**src/rtl/lc3b_perf_counters.sv**
```systemverilog
// Eight 32-bit event counters behind the 0xFFxx MMIO window, with a shared high-half snapshot.
// Define PERF_SATURATE_EN to make counters stick at 0xFFFF_FFFF instead of wrapping.
module lc3b_perf_counters (
  input  logic        clk,
  input  logic        rst_n,
  input  logic [15:0] address,
  input  logic        read,
  input  logic        clear,
  input  logic        ev_cycle,
  input  logic        ev_retire,
  input  logic        ev_l1i_miss,
  input  logic        ev_l1d_miss,
  input  logic        ev_l2_miss,
  input  logic        ev_stall,
  input  logic        ev_branch,
  input  logic        ev_mispredict,
  output logic [15:0] counter_rdata
);

  logic [31:0] cnt_q [8];
  logic [31:0] cnt_d [8];
  logic [15:0] shadow_hi_q;
  logic [15:0] shadow_hi_d;

  logic [7:0]  ev;
  logic        slot_valid;
  logic [2:0]  idx;
  logic        half_hi;
  logic        clr_all;
  logic        unused_addr;

  assign ev = {ev_mispredict, ev_branch, ev_stall, ev_l2_miss,
               ev_l1d_miss, ev_l1i_miss, ev_retire, ev_cycle};

  assign slot_valid  = (address[7:5] == 3'b000);
  assign idx         = address[4:2];
  assign half_hi     = address[1];
  assign clr_all     = (address[7:0] == 8'hFE);
  assign unused_addr = ^{address[15:8], address[0]};

  // High half always comes from the snapshot so a low-then-high pair is coherent.
  always_comb begin
    counter_rdata = 16'h0000;
    if (slot_valid) begin
      if (half_hi) counter_rdata = shadow_hi_q;
      else         counter_rdata = cnt_q[idx][15:0];
    end
  end

  always_comb begin
    shadow_hi_d = shadow_hi_q;
    if (read && slot_valid && !half_hi)
      shadow_hi_d = cnt_q[idx][31:16];
    if (clear && clr_all)
      shadow_hi_d = 16'h0000;
  end

  always_comb begin
    for (int i = 0; i < 8; i++) begin
`ifdef PERF_SATURATE_EN
      if (cnt_q[i] == 32'hFFFF_FFFF) cnt_d[i] = cnt_q[i];
      else                           cnt_d[i] = cnt_q[i] + {31'd0, ev[i]};
`else
      cnt_d[i] = cnt_q[i] + {31'd0, ev[i]};
`endif
      if (clear && ((slot_valid && (idx == 3'(i))) || clr_all))
        cnt_d[i] = 32'd0;
    end
  end

  always_ff @(posedge clk or negedge rst_n) begin
    if (!rst_n) begin
      for (int i = 0; i < 8; i++) cnt_q[i] <= 32'd0;
      shadow_hi_q <= 16'h0000;
    end else begin
      for (int i = 0; i < 8; i++) cnt_q[i] <= cnt_d[i];
      shadow_hi_q <= shadow_hi_d;
    end
  end

endmodule

```
**config.mk**
```make
export PLATFORM = sky130hd
export DESIGN_NAME = lc3b_perf_counters
export DESIGN_NICKNAME = d
export VERILOG_FILES = /design/src/rtl/lc3b_perf_counters.sv
export SDC_FILE = /design/constraint.sdc
export NUM_CORES = 1
export LEC_CHECK = 0
export ABC_CLOCK_PERIOD_IN_PS = 2400
export BUFFER_PORTS_ARGS = -buffer_cell sky130_fd_sc_hd__buf_2
export CAP_MARGIN = 5
export CORE_AREA = 2 2 218 220
export DETAILED_ROUTE_END_ITERATION = 10
export DIE_AREA = 0 0 220 222
export GPL_TIMING_DRIVEN = 0
export SYNTH_ARGS = -nofsm -noshare
export SYNTH_HDL_FRONTEND = slang
export SYNTH_SLANG_ARGS = --single-unit
```
**constraint.sdc**
```tcl
create_clock -name clk -period 2.4 [get_ports clk]
set_clock_uncertainty 0.2 [all_clocks]
set_input_delay 0.12 -clock clk [delete_from_list [all_inputs] [get_ports clk]]
set_output_delay 0.12 -clock clk [all_outputs]
set_load 0.02 [all_outputs]
```
==> out/qor.log <==
INFO  global_routing grt_start_max_net_pins=103
INFO  critical_path  timing.setup.critical_path_class=flop to output pin
INFO  critical_path  required_time_worst_endpoint=2.08ns
INFO  finish         final.fill_count=4533
INFO  floorplanning  floorplan.initialDensity=34.7%
INFO  floorplanning  fp.dieW=220um
INFO  global_routing gr-total-overflow=0
INFO  power_and_ir_drop pwr-share-seq=45.2%
INFO  global_routing via_count_of_the_first_global_routing_pass=13400
INFO  timing         final-setup-viol-count=7
INFO  route          ant_nets=0
INFO  min_path       hold_path.class=primary input to async pin
INFO  power_and_ir_drop p_clk_share=38.3%
INFO  synth          synth_async_sr_flop_share=100%
INFO  floorplanning  io_pins=44
INFO  route          drt-initial-drc-count=1418
INFO  critical_path  timing.critical_path.fanout_max=6
INFO  synth          ys_ff_latch=272
INFO  power_and_ir_drop total_leakage_power=7.28nW
INFO  power_and_ir_drop power.density_cell_area=690nW/um2
INFO  placement      gpl.final_weighted_congestion=0.967
INFO  synth          synth_ff_type=sky130_fd_sc_hd__dfrtp_1
INFO  floorplanning  area_of_the_die=48800um2
INFO  synth          synth.net_count=1682
INFO  global_routing grt_antenna_before_repair=2
INFO  route          route.detailed.vias_per_inst=6.07
INFO  synth          synthesis.instances=1638
INFO  synth          yosysSeqAreaShare=42.4%
INFO  timing         final_max_slew_viol_count=0
INFO  synth          synth_area_per_cell=9.81um2
INFO  placement      post-place-cells=2280
INFO  floorplanning  rows=79
INFO  finish         areaGrowthSynthToFinish=17.3%
INFO  synth          synth-edff-count=0
INFO  placement      port_buffers=33
INFO  power_and_ir_drop p_switching=0.00394W
INFO  clock_network  ctsHoldBuffers=13
INFO  finish         utilization=40.8%
INFO  synth          ys.warnings.count=0
INFO  timing         rsz0062_at_grt=yes
INFO  clock_network  cts_made_buffers=34
INFO  timing         setup_ws=-0.0691ns
INFO  synth          post_synth_instance_area=16100um2
INFO  clock_network  worst_setup_hold_path_clk_slew=0.06ns
INFO  finish         finished_layout_cells=2367
INFO  global_routing first_pass_grt_wire_length=80.3mm
INFO  floorplanning  coreArea=46300um2
INFO  clock_network  cts-root-buf=sky130_fd_sc_hd__clkbuf_16
INFO  power_and_ir_drop worst_ir_drop_vdd=0.458mV
INFO  critical_path  worst_ep_arrival_time=2.15ns
INFO  timing         timing.setup.tns=-0.180ns
INFO  placement      dp_hpwl=38.9mm
INFO  timing         finalHoldViolations=59
INFO  clock_network  clk_latency=0.54ns
INFO  power_and_ir_drop netSwitchingFraction=30.3%
INFO  clock_network  clk_path_buf_depth=3
INFO  route          total_vias_in_the_final_route=14400
INFO  global_routing global_route.usage.total=21.4%
INFO  finish         finalNetCount=1785
INFO  floorplanning  die_y=222um
INFO  critical_path  worstSetupStartpointType=flop
INFO  synth          synthDistinctLibCells=39
INFO  critical_path  worst_setup_path_end_kind=output pin
INFO  power_and_ir_drop p_int=0.00907W
INFO  timing         period_share=103%
INFO  route          drt_drc_violations_left=0
INFO  timing         maxClockFrequency=405MHz
INFO  finish         drive_gt1_share=18.6%
INFO  route          drt-pass1-iter-count=5
INFO  clock_network  cts_sinks=272
INFO  timing         clock_period_minus_worst_slack=2.47ns
INFO  timing         timing.slew.headroom=40.8%
INFO  flow_run       max_cap_violations=0
INFO  synth          synth_top_cell_by_area=sky130_fd_sc_hd__dfrtp_1
INFO  power_and_ir_drop power.share.combinational=16.5%
INFO  timing         worstMarginPinSlew=0.885ns
INFO  clock_network  h-tree-depth=2
INFO  status         violated_checks=hold timing, setup timing
INFO  route          detail_route.wirelength=52.7mm
INFO  route          detail_route.wl_per_cell=22.3um
INFO  synth          synth_largest_type_area_fraction=42.4%
INFO  clock_network  cts_tree=yes
INFO  timing         hold_ws=-0.0836ns
INFO  status         result_of_the_run=complete, but fails checks
INFO  synth          post_synth_main_area_contributors=sky130_fd_sc_hd__dfrtp_1, sky130_fd_sc_hd__mux4_2, sky130_fd_sc_hd__or4_1
[layout make-up]
cell class / instances / area (um2) / area share (%)
Multi-Input combinational cell: 1230 / 8920 / 47.3
Sequential cell: 272 / 6870 / 36.4
Clock buffer: 50 / 1040 / 5.54
Tap cell: 607 / 759 / 4.03
Timing Repair Buffer: 81 / 673 / 3.57
Buffer: 86 / 428 / 2.27
Inverter: 36 / 135 / 0.717
Clock inverter: 4 / 20.0 / 0.106
Antenna cell: 1 / 2.50 / 0.0133
[per-layer routing]
layer | vias up | global-route usage, % | share of wire [%]
li1 | 6441 | - | -
met1 | 7163 | 31.6 | 44
met2 | 645 | 30.5 | 43
met3 | 108 | 3.76 | 9.4
met4 | 0 | 9.09 | 4.5
met5 | - | 0 | 0
[flip-flops by register name, indices dropped and copies added, names as in the netlist]
signal	count
cnt_q	256
shadow_hi_q	16
[worst paths after layout]
check	from	endpoint	slack [ns]	depth (start not counted)
min in group clk	clear	cnt_q[128]	0.04	4
worst min-delay path	rst_n	cnt_q[218]	-0.08	2
worst min register to register	shadow_hi_q[11]	shadow_hi_q[11]	0.29	1
max in group asynchronous	rst_n	cnt_q[197]	0.38	3
worst max-delay path	cnt_q[239]	counter_rdata[15]	-0.07	4
worst max register to register	cnt_q[32]	cnt_q[48]	0.07	6
[kinds of logic (layout without fill, tap and decap cells)]
logic type | Yosys count | count (layout) | synth area share (%)
multiplexers | 111 | 111 | 11.9
AND/OR/NAND/NOR | 705 | 705 | 24.7
other | 0 | 1 | 0
buffers and inverters | 136 | 257 | 3.40
adder cells (fa/ha/maj) | 16 | 16 | 1.25
flip-flops | 272 | 272 | 42.4
AO/OA/AOI/OAI | 298 | 298 | 10.9
XOR/XNOR | 100 | 100 | 5.45
[power by group through the flow]
stage                     sequential [W]  combinational [W]  clock (W)
after floorplan                  0.00549            0.00135          0
after global placement           0.00578            0.00187          0
after detailed placement         0.00580            0.00192          0
after CTS                        0.00580            0.00199    0.00507
after global routing             0.00594            0.00233    0.00526
final                            0.00588            0.00214    0.00498
[what timing repair did]
item | 4_1_cts | 5_1_grt
endpoints found under the hold margin | 195 | 59
endpoints found under the setup margin | 84 | 121
buffers inserted | 7 | 26
pin swaps | 3 | 9
gates resized for setup | 77 | 101
[layout by cell type, fill, tap and decap left out, types with 5 or more instances in the layout]
cell type | netlist | final
sky130_fd_sc_hd__nor4_1 | 20 | 17
sky130_fd_sc_hd__or4_1 | 92 | 89
sky130_fd_sc_hd__o21ai_0 | 71 | 56
sky130_fd_sc_hd__nand3_1 | 96 | 94
sky130_fd_sc_hd__o2bb2ai_1 | 16 | 16
sky130_fd_sc_hd__clkbuf_8 | 0 | 7
sky130_fd_sc_hd__and4_1 | 31 | 31
sky130_fd_sc_hd__o21ai_2 | 0 | 11
sky130_fd_sc_hd__clkbuf_16 | 0 | 37
sky130_fd_sc_hd__ha_1 | 16 | 10
sky130_fd_sc_hd__nor3_1 | 19 | 18
sky130_fd_sc_hd__dlygate4sd3_1 | 0 | 13
sky130_fd_sc_hd__clkbuf_2 | 0 | 13
sky130_fd_sc_hd__inv_1 | 36 | 36
sky130_fd_sc_hd__a21oi_1 | 132 | 130
sky130_fd_sc_hd__clkbuf_1 | 70 | 47
sky130_fd_sc_hd__nand2_1 | 117 | 117
sky130_fd_sc_hd__or2_2 | 5 | 5
sky130_fd_sc_hd__nor2_1 | 106 | 106
sky130_fd_sc_hd__dfrtp_2 | 0 | 50
sky130_fd_sc_hd__xor2_1 | 55 | 55
sky130_fd_sc_hd__buf_2 | 17 | 40
sky130_fd_sc_hd__mux2i_2 | 0 | 7
sky130_fd_sc_hd__buf_4 | 0 | 34
sky130_fd_sc_hd__dfrtp_1 | 272 | 222
sky130_fd_sc_hd__mux2i_1 | 47 | 38
sky130_fd_sc_hd__nand4_1 | 81 | 81
sky130_fd_sc_hd__buf_6 | 2 | 12
sky130_fd_sc_hd__o31ai_1 | 73 | 72
sky130_fd_sc_hd__mux4_2 | 63 | 64
sky130_fd_sc_hd__xnor2_1 | 45 | 45
sky130_fd_sc_hd__or3_1 | 56 | 55
sky130_fd_sc_hd__and3_1 | 39 | 37
sky130_fd_sc_hd__and2_1 | 14 | 13
sky130_fd_sc_hd__nand3b_1 | 14 | 14
[worst max-delay path: stages, from the launching register on]
cell and delay [ns]:
sky130_fd_sc_hd__dfrtp_1 0.48, sky130_fd_sc_hd__mux4_2 0.52, sky130_fd_sc_hd__mux2i_2 0.25, sky130_fd_sc_hd__o21ai_0 0.17
sky130_fd_sc_hd__buf_2 0.19
[metrics by stage]
stage               worst slack, ns  power, W  hold slack [ns]  cell area, um2
floorplan                     0.166   0.00684           -0.376           16100
CTS                         -0.0619    0.0129          -0.0647           18400
global placement              -4.34   0.00765            0.273           17000
global route                -0.0868    0.0135          -0.0451           18900
finish                      -0.0691    0.0130          -0.0836           18900
detailed placement           -0.850   0.00772          -0.0499           17100
[cell usage after synthesis (2+ instances only)]
cell and count:
sky130_fd_sc_hd__and4_1 31, sky130_fd_sc_hd__buf_2 17, sky130_fd_sc_hd__inv_1 36, sky130_fd_sc_hd__xnor2_1 45, sky130_fd_sc_hd__or4b_2 3, sky130_fd_sc_hd__nor2b_1 3, sky130_fd_sc_hd__o31ai_1 73, sky130_fd_sc_hd__nand2_1 117
sky130_fd_sc_hd__o21ai_0 71, sky130_fd_sc_hd__ha_1 16, sky130_fd_sc_hd__nor4_1 20, sky130_fd_sc_hd__nand3b_1 14, sky130_fd_sc_hd__o2bb2ai_1 16, sky130_fd_sc_hd__nand4_2 3, sky130_fd_sc_hd__or2_2 5, sky130_fd_sc_hd__nor2_1 106
sky130_fd_sc_hd__nor3_1 19, sky130_fd_sc_hd__buf_6 2, sky130_fd_sc_hd__o41ai_1 4, sky130_fd_sc_hd__nand4b_1 3, sky130_fd_sc_hd__and2_1 14, sky130_fd_sc_hd__mux2i_1 47, sky130_fd_sc_hd__or3_1 56, sky130_fd_sc_hd__and3_1 39
sky130_fd_sc_hd__buf_1 11, sky130_fd_sc_hd__xor2_1 55, sky130_fd_sc_hd__a21oi_1 132, sky130_fd_sc_hd__nand4_1 81, sky130_fd_sc_hd__dfrtp_1 272, sky130_fd_sc_hd__nand3_1 96, sky130_fd_sc_hd__clkbuf_1 70, sky130_fd_sc_hd__or4_1 92
sky130_fd_sc_hd__mux4_2 63
No activity file was read; power rests on OpenSTA's default activity.
